===== src/rtl/i2s_rx_deserializer.sv =====
// I2S receiver on the bit clock: captures PKT_WIDTH bits per slot and issues
// one mono (or left-only) sample per stereo frame as a one-cycle strobe.
module i2s_rx_deserializer #(
  parameter int unsigned PKT_WIDTH = 16,
  parameter bit          MONO_MIX  = 1'b1
) (
  input  logic                 clk_i,
  input  logic                 rst_n_i,
  input  logic                 lrck_i,
  input  logic                 sd_i,
  output logic [PKT_WIDTH-1:0] pkt_s_o,
  output logic                 pktValid_s_o,
  output logic                 frameErr_s_o
);

  localparam int unsigned CNT_W = $clog2(PKT_WIDTH + 1);

  typedef enum logic {SYNC, RUN} state_t;

  state_t               state, stateNext;
  logic                 lrckPrev;
  // Only the PKT_WIDTH-1 bits ahead of the completing bit are ever read; the
  // finished word is formed with the live sd_i.
  logic [PKT_WIDTH-2:0] shiftReg, shiftNext;
  logic [CNT_W-1:0]     bitCnt, bitCntNext;
  logic [PKT_WIDTH-1:0] leftWord, leftWordNext;
  logic                 leftOk, leftOkNext;
  logic [PKT_WIDTH-1:0] pktNext;
  logic                 pktValidNext, frameErrNext;

  logic                 lrckEdge, shiftEn, wordDone;
  logic [PKT_WIDTH-1:0] word;
  logic [PKT_WIDTH:0]   mixSum;

  assign lrckEdge = (lrck_i != lrckPrev);
  assign shiftEn  = (state == RUN) && (bitCnt < CNT_W'(PKT_WIDTH));
  assign wordDone = shiftEn && (bitCnt == CNT_W'(PKT_WIDTH - 1));
  assign word     = {shiftReg, sd_i};
  assign mixSum   = {leftWord[PKT_WIDTH-1], leftWord} + {word[PKT_WIDTH-1], word};

  always_ff @(posedge clk_i) begin
    if (!rst_n_i) state <= SYNC;
    else          state <= stateNext;
  end

  always_comb begin
    stateNext = state;
    if (state == SYNC && lrckEdge) stateNext = RUN;
  end

  always_comb begin
    shiftNext    = shiftReg;
    bitCntNext   = bitCnt;
    leftWordNext = leftWord;
    leftOkNext   = leftOk;
    pktNext      = pkt_s_o;
    pktValidNext = 1'b0;
    frameErrNext = 1'b0;

    if (shiftEn) begin
      shiftNext  = word[PKT_WIDTH-2:0];
      bitCntNext = bitCnt + CNT_W'(1);
    end

    // lrckPrev still names the slot that owns the bit sampled this cycle.
    if (wordDone) begin
      if (!lrckPrev) begin
        leftWordNext = word;
        leftOkNext   = 1'b1;
        if (!MONO_MIX) begin
          pktNext      = word;
          pktValidNext = 1'b1;
        end
      end else if (MONO_MIX && leftOk) begin
        pktNext      = PKT_WIDTH'(mixSum >> 1);
        pktValidNext = 1'b1;
        leftOkNext   = 1'b0;
      end
    end

    if (lrckEdge) begin
      bitCntNext = '0;
      if (state == RUN && bitCnt < CNT_W'(PKT_WIDTH - 1)) begin
        frameErrNext = 1'b1;
        if (!lrckPrev) leftOkNext = 1'b0;
      end
    end
  end

  always_ff @(posedge clk_i) begin
    lrckPrev <= lrck_i;
    if (!rst_n_i) begin
      shiftReg     <= '0;
      bitCnt       <= '0;
      leftWord     <= '0;
      leftOk       <= 1'b0;
      pkt_s_o      <= '0;
      pktValid_s_o <= 1'b0;
      frameErr_s_o <= 1'b0;
    end else begin
      shiftReg     <= shiftNext;
      bitCnt       <= bitCntNext;
      leftWord     <= leftWordNext;
      leftOk       <= leftOkNext;
      pkt_s_o      <= pktNext;
      pktValid_s_o <= pktValidNext;
      frameErr_s_o <= frameErrNext;
    end
  end

endmodule


===== config.mk =====
export PLATFORM = sky130hd
export DESIGN_NAME = i2s_rx_deserializer
export DESIGN_NICKNAME = d
export VERILOG_FILES = /design/src/rtl/i2s_rx_deserializer.sv
export SDC_FILE = /design/constraint.sdc
export NUM_CORES = 1
export LEC_CHECK = 0
export CAP_MARGIN = 20
export CORE_ASPECT_RATIO = 2
export CORE_MARGIN = 4
export CORE_UTILIZATION = 35
export CTS_CLUSTER_SIZE = 24
export DETAILED_ROUTE_END_ITERATION = 10
export MAX_ROUTING_LAYER = met4
export SLEW_MARGIN = 20
export SYNTH_ARGS = -nofsm -noshare
export SYNTH_HDL_FRONTEND = slang
export SYNTH_SLANG_ARGS = --single-unit

===== constraint.sdc =====
create_clock -name clk_i -period 2.1 [get_ports clk_i]
set_clock_uncertainty 0.15 [all_clocks]
set_input_delay 0.42 -clock clk_i [delete_from_list [all_inputs] [get_ports clk_i]]
set_output_delay 0.42 -clock clk_i [all_outputs]
set_load 0.1 [all_outputs]

* Yosys cells after proc, flatten, opt, wreduce, memory -nomap -nowiden
Cells that the tools add are included.
** Cells by class
- Magnitude comparators :: 2
- Mux-type cells :: 7
- Bitwise gates (word level) :: 3
- Equality and inequality tests :: 2
- Reductions and logical operators :: 9
- $add $sub $neg :: 2
** Operator list (count)
- $add A16 B16 Y17 :: 1
- $mux W1 :: 7
- $reduce_and A3 Y1 :: 2
- $add A5 B1 Y5 const B :: 1
- $eq A5 B4 Y1 const B :: 1
- $lt A5 B4 Y1 const B :: 1
- $lt A5 B5 Y1 const B :: 1
- $logic_and A1 B1 Y1 :: 4
- $reduce_and A2 Y1 :: 2
- $not A1 Y1 :: 3
- $reduce_or A2 Y1 :: 1
- $ne A1 B1 Y1 :: 1
** Storage, ports and cells
- Output and inout bits :: 18
- Register bits :: 57
- Bits of input ports :: 4
- Word-level logic and storage cells :: 34

* Logic depth before layout (Yosys ltp)
- Word-level depth :: 7
- Mapped depth :: 9
- Mapped depth without buffers :: 8

* Worst setup path before layout
No wires, ideal clock.
- Path kind :: in2reg
- Start point :: input port sd_i
- End point :: register pkt_s_o[15]
- Library setup time :: 0.091 ns
- Path buffers :: 0
- Setup slack :: -0.131 ns
- Required time :: 1.859 ns
- Stages :: 8
- Arrival time :: 1.990 ns
- Cells stage by stage :: and2_1 > fa_1 > a21o_1 > nand3_1 > a31oi_2 > a221oi_2 > o41ai_1 > a311oi_1
** On the way
- Cells in the longest elaborated chain, start to end :: 1
** Ends and longest elaborated chain
- start, declared :: line 10 : input logic sd_i,
- $add A16 B16 Y17 :: line 39 : assign mixSum = {leftWord[PKT_WIDTH-1], leftWord} + {word[PKT_WIDTH-1], word};
- end signal, assigned :: line 105 : pkt_s_o <= pktNext;
- end, declared :: line 11 : output logic [PKT_WIDTH-1:0] pkt_s_o,
No other way between the ends.
A chain may end at the register's enable or synchronous reset.

* Worst setup path after layout
- Start point :: input port sd_i
- End point :: register pkt_s_o[11]
The elaborated chain is that of the path after synthesis.

==> results.yml <==
die:
  die_w_um: 71.2
  io_pins: 22
  die_h_um: 134
  start_util: 0.362
  core-area_mm2: 0.00771
  rows: 45
  die_area_mm2: 0.00956
power_and_ir_drop:
  p_clk_frac: 0.544
  swShare: 0.214
  totalPowerFinal_mw: 2.64
  p_per_area_mw_per_mm2: 703
  power_frac_comb: 0.039
  power_frac_seq: 0.417
  p_leak_nw: 1.45
  vdd_drop_max_mv: 0.438
  internal-power_mw: 2.07
  power_switching_uw: 565
routing:
  totalWireLength_um: 6490
  avgRoutedWirePerCell_um: 13.2
  postRouteAntennaNets: 0
  drtIter0Drc: 150
  drc: 0
  vias_per_cell: 5.06
  drt_pass1_iterations: 8
  route.vias.total: 2481
min_path:
  hold_start: "pkt_s_o[12]$_SDFFE_PN0P_"
  whs_endpoint: "pkt_s_o[12]$_SDFFE_PN0P_"
  hold_depth: 2
  hp-class: "flip-flop to flip-flop"
placement:
  gp_congestion: 0.843
  io_buffers: 21
  place_area_mm2: 0.00329
  dp_cells: 474
  place_hpwl_um: 4770
grt:
  antenna_found_initial: 0
  overflow: 0
  grt_max_degree: 32
  grt_pass1_wl_um: 10800
  grt_pass1_vias: 2409
  grt_usage: 0.147
timing:
  fin_hold_ws_ns: 0.305
  min_period_ns: 2.23
  timing.slew.headroom: 0.744
  rsz0062_at_grt: "yes"
  setup_slack_ns: -0.127
  max_freq_mhz: 449
  hold_viol_final: 0
  setup_violations: 2
  period_share: 1.06
  maxSlewViolCount: 0
  worst_pin_slew_ns: 0.383
synthesis:
  syn_inst: 344
  synth_top_family_by_area: "simple AND/OR/NAND/NOR gates"
  synth_top_area_share: 0.409
  synthFlopType: "dfxtp_1"
  ys_seq_elements: 57
  yosysUniqueCellTypes: 48
  synthXorXnorAreaFrac: 0.0470
  ys_top_cells_by_area: "dfxtp_1 41%, nand2_1 12%, a21oi_1 8.6%"
  synthAdderAreaFrac: 0.0833
  ys_seq_area_frac: 0.409
  syn_nets: 366
  synth-compound-area-share: 0.185
  ys_warn_count: 0
  synth_simple_gate_area_share: 0.231
  synth_edf_count: 0
  yosysTopAreaCell: "dfxtp_1"
  synth.avg_cell_area_um2: 8.12
  yosys-mux-area-fraction: 0.0148
  synthArstFlopShare: 0
  syn-cell-area_mm2: 0.00279
critical_path:
  criticalPathCategory: "primary input to flip-flop"
  cp.required_ns: 2.16
  worst_r2r_path_depth: 9
  end_kind: "flip-flop"
  critical_path_arrival_ns: 2.29
  worst_setup_path_start_kind: "primary input"
  worstReg2RegStart: "leftWord[0]$_SDFFE_PN0P_"
  cp_max_fo: 2
  r2r_setup_slack_ns: -0.13
  r2r-end: "pkt_s_o[11]$_SDFFE_PN0P_"
flow_run:
  maxCapViolations: 0
final_layout:
  final_cell_mix: "87 x nand2_1, 53 x dfxtp_1, 45 x a21oi_1"
  drive_gt1_frac: 0.265
  syn_to_final_growth_pct: 34.3
  antenna_cells: 0
  final_cell_area_mm2: 0.00375
  stdcell_count: 490
  multi_input_area_mm2: 0.00173
  layout_commonest_cell: "nand2_1"
  fill_cells: 742
  seq_area_mm2: 0.00115
  layout.nets: 413
  final_util: 0.486
clocking:
  cts_made_buffers: 9
  clock_sinks: 57
  clockBufferDepth: 2
  cts_tree: "done"
  clockRootBuffer: "clkbuf_16"
  htreeDepth: 3
  clk_pin_slew_worst_paths_ns: 0.05
  clock_latency_ns: 0.32
  holdBufCountCts: 0
status:
  outcome: "complete, but fails checks"
  violations: "setup timing"
==> registers in the layout, indices dropped and copies added (netlist names) <==
| register | flops |
|---|---|
| frameErr_s_o | 1 |
| pktValid_s_o | 1 |
| shiftReg | 15 |
| pkt_s_o | 16 |
| leftOk | 1 |
| bitCnt | 5 |
| leftWord | 16 |
| lrckPrev | 1 |
| state | 1 |
==> critical path, stage by stage <==
cell and delay [ns]:
clkdlybuf4s15_1 0.18, and2_4 0.17, fa_2 0.34, a21o_1 0.19, nand3_2 0.10, a31oi_4 0.12
a221oi_4 0.35, buf_4 0.17, mux2i_1 0.16, o21ai_1 0.07
==> per-layer routing <==
layer / vias to the layer above / part of all wire / wire (um) / GRT usage
met5: - / 0 / 0 / -
met4: 0 / 0.016 / 107 / 0.0743
met3: 8 / 0.025 / 164 / 0.0398
met2: 32 / 0.56 / 3600 / 0.256
met1: 1152 / 0.40 / 2620 / 0.146
li1: 1289 / - / - / -
==> how the worst max path moves through the flow <==
stage	startpoint	endpoint	slack, ns	cells past startpoint
after floorplan	sd_i	pkt_s_o[15]$_SDFFE_PN0P_	-0.04	8
after global placement	sd_i	pkt_s_o[15]$_SDFFE_PN0P_	-0.63	9
after detailed placement	sd_i	pkt_s_o[15]$_SDFFE_PN0P_	-0.66	9
after CTS	leftWord[0]$_SDFFE_PN0P_	pkt_s_o[15]$_SDFFE_PN0P_	-0.02	8
after global routing	leftWord[0]$_SDFFE_PN0P_	pkt_s_o[11]$_SDFFE_PN0P_	-0.19	9
final	sd_i	pkt_s_o[11]$_SDFFE_PN0P_	-0.13	10
==> what timing repair did <==
| item | in CTS | in global routing |
|---|---|---|
| pin swaps | 8 | 16 |
| cloned | 0 | 0 |
| buffers inserted | 0 | 1 |
| endpoints found under the setup margin | 22 | 29 |
| gates resized for setup | 10 | 25 |
| hold endpoints to repair | 0 | 0 |
==> final cells by class <==
class | instances | share of cell area
well taps | 94 | 0.0314
inverters | 5 | 0.00500
multi-input cells | 266 | 0.461
clock buffers | 11 | 0.0647
flip-flops and latches | 57 | 0.306
repair buffers | 52 | 0.118
clock inverters | 5 | 0.0147
==> power groups by stage <==
stage	Clock, mW	Sequential [mW]	Combinational (mW)
5_1_grt	1.52	1.10	0.113
3_3_place_gp	0	1.12	0.103
3_5_place_dp	0	1.12	0.103
4_1_cts	1.48	1.10	0.103
2_1_floorplan	0	1.13	0.0516
6_report	1.44	1.10	0.103
==> stage by stage <==
step                setup TNS, ns  setup WS [ns]
floorplan                 -0.0392        -0.0392
global placement            -6.80         -0.633
detailed placement          -7.84         -0.659
CTS                       -0.0473        -0.0243
global route               -0.402         -0.194
finish                     -0.165         -0.127
==> synth_stat cells, drive strengths merged, types with 2 or more instances <==
| library cell | number |
|---|---|
| nand2 | 88 |
| dfxtp | 57 |
| a21oi | 51 |
| ha | 17 |
| nor2 | 17 |
| o21ai | 15 |
| nand3 | 11 |
| clkbuf | 10 |
| xnor2 | 8 |
| xor2 | 7 |
| and3 | 6 |
| buf | 6 |
| inv | 5 |
| a31oi | 4 |
| nand4 | 4 |
| a211oi | 3 |
| mux2i | 3 |
| nor3 | 3 |
| or2 | 3 |
| a221oi | 2 |
| and2 | 2 |
| and4 | 2 |
| nand2b | 2 |
| or3 | 2 |
==> cell families after synthesis <==
group	Yosys count
fa+ha+maj	18
compound gates	85
mux	4
flops	57
buf+inv	21
xor+xnor	15
simple gates	144
Power figures use the tool's default switching activity.
